**src/rtl/image_stream_rx.sv**
```systemverilog
// Purpose: deserialise the byte-serial binary image stream into 256-bit frames for the classifier.
// Latency: frame_valid rises 1 cycle after the last byte of a frame is accepted.
// Backpressure: none upstream; a completed frame is dropped (overflow pulse) if the output slot is still held.
module image_stream_rx #(
  parameter int BYTES_PER_FRAME = 32,
  parameter int IDX_W           = 5
) (
  input  logic                         clk,
  input  logic                         reset,
  input  logic [7:0]                   in_byte,
  input  logic                         in_valid,
  input  logic                         in_sof,
  output logic [8*BYTES_PER_FRAME-1:0] frame_out,
  output logic                         frame_valid,
  input  logic                         frame_ready,
  output logic                         busy,
  output logic [IDX_W-1:0]             byte_index,
  output logic                         sof_err,
  output logic                         stray_err,
  output logic                         overflow
);

  localparam int                FW       = 8 * BYTES_PER_FRAME;
  localparam logic [IDX_W-1:0]  LAST_IDX = IDX_W'(BYTES_PER_FRAME - 1);

  typedef enum logic {
    S_IDLE = 1'b0,
    S_RECV = 1'b1
  } state_t;

  state_t           state_q, state_d;
  logic [IDX_W-1:0] idx_q, idx_d;
  logic [FW-1:0]    asm_q, asm_d;
  logic [FW-1:0]    frame_q, frame_d;
  logic             fvld_q, fvld_d;
  logic             sof_err_q, sof_err_d;
  logic             stray_err_q, stray_err_d;
  logic             ovf_q, ovf_d;

  logic             wr_en;
  logic [IDX_W-1:0] wr_idx;
  logic             done;

  // Register stage: everything, including the pending output frame, clears on reset.
  always_ff @(posedge clk) begin
    if (reset) begin
      state_q     <= S_IDLE;
      idx_q       <= '0;
      asm_q       <= '0;
      frame_q     <= '0;
      fvld_q      <= 1'b0;
      sof_err_q   <= 1'b0;
      stray_err_q <= 1'b0;
      ovf_q       <= 1'b0;
    end else begin
      state_q     <= state_d;
      idx_q       <= idx_d;
      asm_q       <= asm_d;
      frame_q     <= frame_d;
      fvld_q      <= fvld_d;
      sof_err_q   <= sof_err_d;
      stray_err_q <= stray_err_d;
      ovf_q       <= ovf_d;
    end
  end

  // Framing FSM, byte placement and output-slot handoff.
  always_comb begin
    state_d     = state_q;
    idx_d       = idx_q;
    asm_d       = asm_q;
    frame_d     = frame_q;
    fvld_d      = fvld_q;
    sof_err_d   = 1'b0;
    stray_err_d = 1'b0;
    ovf_d       = 1'b0;
    wr_en       = 1'b0;
    wr_idx      = '0;
    done        = 1'b0;

    case (state_q)
      S_IDLE: begin
        if (in_valid) begin
          if (in_sof) begin
            wr_en   = 1'b1;
            asm_d   = '0;
            idx_d   = IDX_W'(1);
            state_d = S_RECV;
          end else begin
            stray_err_d = 1'b1;
          end
        end
      end
      S_RECV: begin
        if (in_valid) begin
          wr_en = 1'b1;
          if (in_sof) begin
            // Restart: abandon the partial frame, this byte becomes byte 0.
            asm_d     = '0;
            idx_d     = IDX_W'(1);
            sof_err_d = 1'b1;
          end else begin
            wr_idx = idx_q;
            if (idx_q == LAST_IDX) begin
              done    = 1'b1;
              idx_d   = '0;
              state_d = S_IDLE;
            end else begin
              idx_d = idx_q + IDX_W'(1);
            end
          end
        end
      end
      default: begin
        state_d = S_IDLE;
        idx_d   = '0;
      end
    endcase

    // Byte k lands in slot k^1 so each row reads {byte 2r, byte 2r+1}, leftmost pixel at the MSB.
    for (int s = 0; s < BYTES_PER_FRAME; s++) begin
      if (wr_en && (IDX_W'(s) == (wr_idx ^ IDX_W'(1)))) begin
        asm_d[8*s +: 8] = in_byte;
      end
    end

    if (fvld_q && frame_ready) begin
      fvld_d = 1'b0;
    end

    // A finished frame takes the slot if it is free or being emptied this cycle, else it is lost.
    if (done) begin
      if (!fvld_q || frame_ready) begin
        frame_d = asm_d;
        fvld_d  = 1'b1;
      end else begin
        ovf_d = 1'b1;
      end
    end
  end

  assign frame_out   = frame_q;
  assign frame_valid = fvld_q;
  assign busy        = (state_q == S_RECV);
  assign byte_index  = idx_q;
  assign sof_err     = sof_err_q;
  assign stray_err   = stray_err_q;
  assign overflow    = ovf_q;

endmodule
```
**config.mk**
```make
export PLATFORM = sky130hd
export DESIGN_NAME = image_stream_rx
export DESIGN_NICKNAME = d
export VERILOG_FILES = /design/src/rtl/image_stream_rx.sv
export SDC_FILE = /design/constraint.sdc
export NUM_CORES = 1
export LEC_CHECK = 0
export CORE_UTILIZATION = 54
export DETAILED_ROUTE_END_ITERATION = 16
export PLACE_DENSITY_LB_ADDON = 0.12
export SLEW_MARGIN = 20
export SYNTH_ARGS = -nofsm -noshare
export SYNTH_HDL_FRONTEND = slang
export SYNTH_SLANG_ARGS = --single-unit
```
**constraint.sdc**
```tcl
create_clock -name clk -period 3.2 [get_ports clk]
set_clock_uncertainty 0.1 [all_clocks]
set_input_delay 0.32 -clock clk [delete_from_list [all_inputs] [get_ports clk]]
set_output_delay 0.32 -clock clk [all_outputs]
set_load 0.02 [all_outputs]
```
=== Yosys cells after proc, flatten, opt, wreduce, memory -nomap -nowiden ===
Index checks and enable logic that the tools add are counted.

* Add/sub/neg operators: 1
* Eq/ne operators: 35
* Mux-type cells: 60
* Bitwise gates (word level): 4
* Reduce and logical (&&, ||, !) cells: 41

{| class="wikitable"
|+ Operator list
! kind !! count
|-
| 256-bit two-way mux || 2
|-
| 8-bit two-way mux || 32
|-
| 5-bit == test (first input constant) || 16
|-
| 4-bit by 5-bit == test with 1-bit output (first input constant) || 8
|-
| 5-bit two-way mux || 8
|-
| 1-bit logical AND || 33
|-
| 3-bit by 5-bit == test with 1-bit output (first input constant) || 4
|-
| 1-bit two-way mux || 15
|-
| 2-bit by 5-bit == test with 1-bit output (first input constant) || 2
|-
| 5-bit case mux with 2 select lines || 1
|-
| 2-bit != test (second input constant) || 3
|-
| 5-bit by 1-bit adder with 5-bit output (second input constant) || 1
|-
| 1-bit by 5-bit == test with 1-bit output (first input constant) || 1
|-
| 5-bit == test (second input constant) || 1
|-
| 5-bit logical NOT || 1
|-
| 1-bit NOT || 4
|-
| 1-bit case mux with 2 select lines || 2
|-
| 2-bit OR reduction || 2
|-
| 3-bit AND reduction || 1
|-
| 3-bit OR reduction || 1
|-
| 2-bit AND reduction || 1
|-
| 1-bit logical NOT || 1
|-
| 1-bit logical OR || 1
|}

* Register bits: 522
* Bits of input ports: 13
* Output and inout port bits: 266
* Logic and storage cells: 149

=== Depth between registers and ports, before layout ===
* Word-level depth: 7
* Gate-level depth with buffers: 11
* Depth with buffers taken out: 7

=== Worst setup path before layout ===
No wires, ideal clock.

* Kind: flip-flop to flip-flop
* Start point: register idx_q[2], in the netlist byte_index[2]
* End point: register frame_q[174], in the netlist frame_out[174]
* Library setup time: 0.137 ns
* Arrival time: 2.277 ns
* Required time: 2.963 ns
* Path slack: 0.686 ns
* Stages on the path, launching flop included: 11
* Path buffers: 5
* Period minus slack after synthesis: 2.514 ns
* Path through: dfxtp_1 > buf_4 > buf_2 > and3_1 > ha_1 > nand4b_1 > nor2b_1 > buf_2 > clkbuf_1 > clkbuf_1 > a211oi_1

* Cells in the longest elaborated chain, start to end: 6
* Elaborated cells between the ends (all ways): 12
* Classes of those cells: 2 x eq/ne; 8 x mux; 2 x reduce/logical

{| class="wikitable"
|+ RTL lines
! element !! RTL line !! text
|-
| start: declaration || 32 || <nowiki>logic [IDX_W-1:0] idx_q, idx_d;</nowiki>
|-
| start signal: assignment || 57 || <nowiki>idx_q <= idx_d;</nowiki>
|-
| 5-bit == test / 5-bit two-way mux (equally long branches) || 104, 97 ||
|-
| 1-bit two-way mux / 5-bit two-way mux (equally long branches) || 104, 95 ||
|-
| 1-bit two-way mux / 5-bit two-way mux (equally long branches) || 97, 81 ||
|-
| 1-bit two-way mux / 5-bit == test (equally long branches) || 95, 122 ||
|-
| 1-bit two-way mux / 1-bit logical AND (equally long branches) || 81, 122 ||
|-
| 2-bit AND reduction (no source line) / 8-bit two-way mux (equally long branches) || -- ||
|-
| end signal: assignment || 59 || <nowiki>frame_q <= frame_d;</nowiki>
|-
| end: declaration || 34 || <nowiki>logic [FW-1:0] frame_q, frame_d;</nowiki>
|}

Parallel ways exist; a longest one is shown, timed or not.
A chain may end at the register's enable or synchronous reset.

=== Worst setup path in the final report ===
* Start point: register idx_q[0], in the netlist byte_index[0]
* End point: register frame_q[68], in the netlist frame_out[68]

* Cells in the longest elaborated chain, start to end: 7
* Elaborated cells between the ends (all ways): 13
* Classes of those cells: 2 x eq/ne; 8 x mux; 1 x bitwise; 2 x reduce/logical

{| class="wikitable"
|+ RTL lines
! element !! RTL line !! text
|-
| 5-bit two-way mux || 97 || <nowiki>if (in_sof) begin</nowiki>
|-
| 5-bit two-way mux || 95 || <nowiki>if (in_valid) begin</nowiki>
|-
| 5-bit two-way mux || 81 || <nowiki>case (state_q)</nowiki>
|-
| 1-bit NOT (no source line) || -- ||
|-
| 4-bit by 5-bit == test with 1-bit output || 122 || <nowiki>if (wr_en && (IDX_W'(s) == (wr_idx ^ IDX_W'(1)))) begin</nowiki>
|-
| 1-bit logical AND || 122 ||
|-
| 8-bit two-way mux || 122 ||
|}

Parallel ways exist; a longest one is shown, timed or not.

==> summary.txt <==
Die
  • I/O Pins: 279
  • Total core area: 0.0356 mm2
  • Row count: 69
  • Die area: approximately 0.037 mm2
  • Initial Util: 54.8%
  • Die Height: around 190 um
  • DIE WIDTH: between 150 and 200 um

Yosys
  • Share of synthesized area spent on multiplexers: 6.58%
  • Most instantiated library cell after synthesis: dfxtp_1
  • Netlist cell types: 40
  • YS warnings: 0
  • Post-Synth Adder-Cell Area: 0.128%
  • Post-synth top area share: 53.6%
  • Yosys top cell by area: dfxtp_1
  • Post-Synthesis Cells: 2,098
  • Post-synthesis compound-gate area fraction: 14.6%
  • Post-synth top cells: 522 x dfxtp_1, 519 x nor2_1, 248 x a211oi_1
  • Synth Area in Simple Gates: 20.7%
  • Post-synth EDFFs: 0
  • Sequential element share of the synthesized area: 53.6%
  • Mapped Area: 0.0195 mm2
  • XOR/XNOR Fraction of Synth Area: 0%
  • Synthesis-stage register bit count: 522
  • Syn nets: 2,113
  • Post-synthesis average cell area: between 9 and 10 um2
  • Top FF cell, synth: dfxtp_1
  • Main combinational cell family by area after synthesis: simple AND/OR/NAND/NOR gates
  • Ys async rst share: 0%
  • Leading cell types by total area after synthesis: dfxtp_1 54%, nor2_1 10%, a211oi_1 9.6%, mux2i_1 6.6%, a31oi_1 4.1%

Route
  • DR vias: 15,700
  • WL/cell: 18.5 um
  • WL final: roughly 50 mm
  • TritonRoute pass-1 iters: 5
  • Vias per cell: 5.70
  • Routed Antenna Nets: 0
  • Number of remaining DRC errors: 0
  • DR iter-0 viols: 1,122

Worst setup path
  • Reg2reg end: frame_out[68]$_SDFFE_PP0P_
  • Flop2flop setup slack: between 0.5 and 0.6 ns
  • Crit Reg-Reg Startpoint: byte_index[0]$_SDFFE_PP0P_
  • Crit start category: flop
  • CP max FO: 138
  • Crit end category: flop
  • Critical path type: reg2reg
  • Worst Reg-to-Reg Cells: 8
  • Arrival time worst endpoint: ~3 ns
  • CP required: 3.58 ns

Final layout
  • # fillers: 2,830
  • Post-layout util: about two thirds
  • Final Instance Area: approximately 0.024 mm2
  • Layout cells sized above 1: under 10%
  • Number of diodes: 0
  • Final net count: 2,270
  • Area Growth Syn to Fin: 23.8%

Job
  • Max_cap viols: 0

Clock network
  • Hold_buf cts: 0
  • Reg clk slew, reported paths: 0.06 ns
  • Worst-Skew Late Latency: 0.59 ns
  • Postcts setup bufs: 0
  • CTS Buf Count: 51
  • CTS Root Cell: clkbuf_16
  • CTS tree: built
  • Post_cts resized: 0
  • CTS max path bufs: 3
  • Clock sinks: ~520
  • H-tree level count: 2

GRT
  • Largest net degree at the start of global routing: 139
  • Total grt overflow: 0
  • Initial antenna violation count: 0
  • First-pass GRT wire length: 79.2 mm
  • GRT Resource Usage Total: 27.1%
  • Number of global-route vias before repair: ~14,000

Hold path
  • Worst hold path depth: 2
  • Worst Hold Class: in2reg
  • HP Start: reset
  • WHS Endpoint: asm_q[249]$_SDFF_PP0_

Timing
  • Peak Freq: 381 MHz
  • RSZ-0062 raised after global routing: false
  • Fin Setup TNS: 0 ns
  • Slew headroom: 27.5%
  • Hold WS: 0.121 ns
  • Fin. Hold Viols: 0
  • Final setup violating endpoints: 0
  • Final slew viol count: 0
  • Tmin final: 2.62 ns
  • Final worst slack: ~0.58 ns
  • Fin crit share: 81.9%
  • Worst-Margin Slew: roughly 1.1 ns

Power
  • Power per cell area: 541 mW/mm2
  • Leakage: 0.00927 uW
  • Peak VDD IR: 0.000484 V

Placed design
  • IO buf count: 278
  • Dpl cell area: ~0.022 mm2
  • Placer congestion estimate: 0.792
  • HPWL Detailed: roughly 30 mm
  • Dpl ws: 0.326 ns

Run status
  • Status: completed
==> metrics by stage <==
stage,power (uW),instances
global route,13400,2751
CTS,13100,2751
finish,13100,2751
detailed placement,7000,2663
global placement,7000,2663
floorplan,6870,2098
==> layer usage <==
layer / global-route usage [%] / routed length [um] / vias up
met4: 9.37 / 1280 / 0
met3: 3.64 / 3110 / 92
met5: 0 / 0 / -
met1: 38.3 / 23100 / 7493
met2: 42.5 / 23500 / 492
li1: - / - / 7617
==> layout by cell type (no fill, tap or decap), drive strengths merged <==
cell / instances
nand2b: 3
nand4b: 4
or4: 1
nor2: 519
and2: 123
clkinv: 4
ha: 2
a21o: 1
o31a: 1
and4bb: 7
a21oi: 4
a22oi: 2
o21ai: 3
nand2: 28
bufinv: 5
a211oi: 256
or4b: 1
and4b: 5
nor4b: 4
nor2b: 2
and3: 129
nor3: 2
clkdlybuf4s50: 269
nor3b: 2
mux2i: 128
nor4: 2
buf: 45
and4: 1
clkbuf: 78
clkinvlp: 1
nand3: 6
a31oi: 129
nor4bb: 1
dfxtp: 522
==> sequential cells by signal (all words and copies together) (netlist names) <==
register and cells:
asm_q 256, byte_index 5, frame_out 256, busy 1, sof_err 1, frame_valid 1
overflow 1, stray_err 1
==> worst max path at each step <==
stage                                  end                       start  slack [ns]
2_1_floorplan  frame_out[174]$_SDFFE_PP0P_  byte_index[2]$_SDFFE_PP0P_        0.69
3_3_place_gp   frame_out[219]$_SDFFE_PP0P_                      in_sof        0.35
3_5_place_dp   frame_out[233]$_SDFFE_PP0P_                      in_sof        0.33
4_1_cts         frame_out[80]$_SDFFE_PP0P_  byte_index[0]$_SDFFE_PP0P_        0.57
5_1_grt         frame_out[80]$_SDFFE_PP0P_  byte_index[0]$_SDFFE_PP0P_        0.35
6_report        frame_out[68]$_SDFFE_PP0P_  byte_index[0]$_SDFFE_PP0P_        0.58
==> worst max-delay path, cell delays in order, from the launching register on <==
cell and delay (ns):
dfxtp_1 0.33, ha_1 0.18, and3_1 0.16, ha_1 0.25
nand4b_1 0.26, nor2b_4 0.33, buf_12 0.48, nor2_1 0.12
a211oi_1 0.26
==> final cells by class <==
class	instances	area (um2)	share of cell area, %
Clock buffer	78	1560	6.47
Multi-Input combinational cell	1366	8200	34.0
Sequential cell	522	10500	43.3
Timing Repair Buffer	314	3170	13.1
Clock inverter	10	178	0.736
Tap cell	461	577	2.39
==> where the power goes <==
| group | leakage [uW] | internal, uW | total (uW) | switching (uW) |
|---|---|---|---|---|
| registers | 0.00420 | 6510 | 6510 | 5.10 |
| logic | 0.00421 | 67.6 | 351 | 284 |
| clock network | 0.000853 | 3740 | 6190 | 2450 |
==> cells by family (layout without fill, tap and decap cells) <==
logic type / Yosys count / count (layout)
adder cells (fa/ha/maj): 2 / 2
AND/OR/NAND/NOR: 840 / 840
flip-flops: 522 / 522
multiplexers: 128 / 128
AO/OA/AOI/OAI: 396 / 396
buffers and inverters: 210 / 402
No activity file was read; power rests on OpenSTA's default activity.
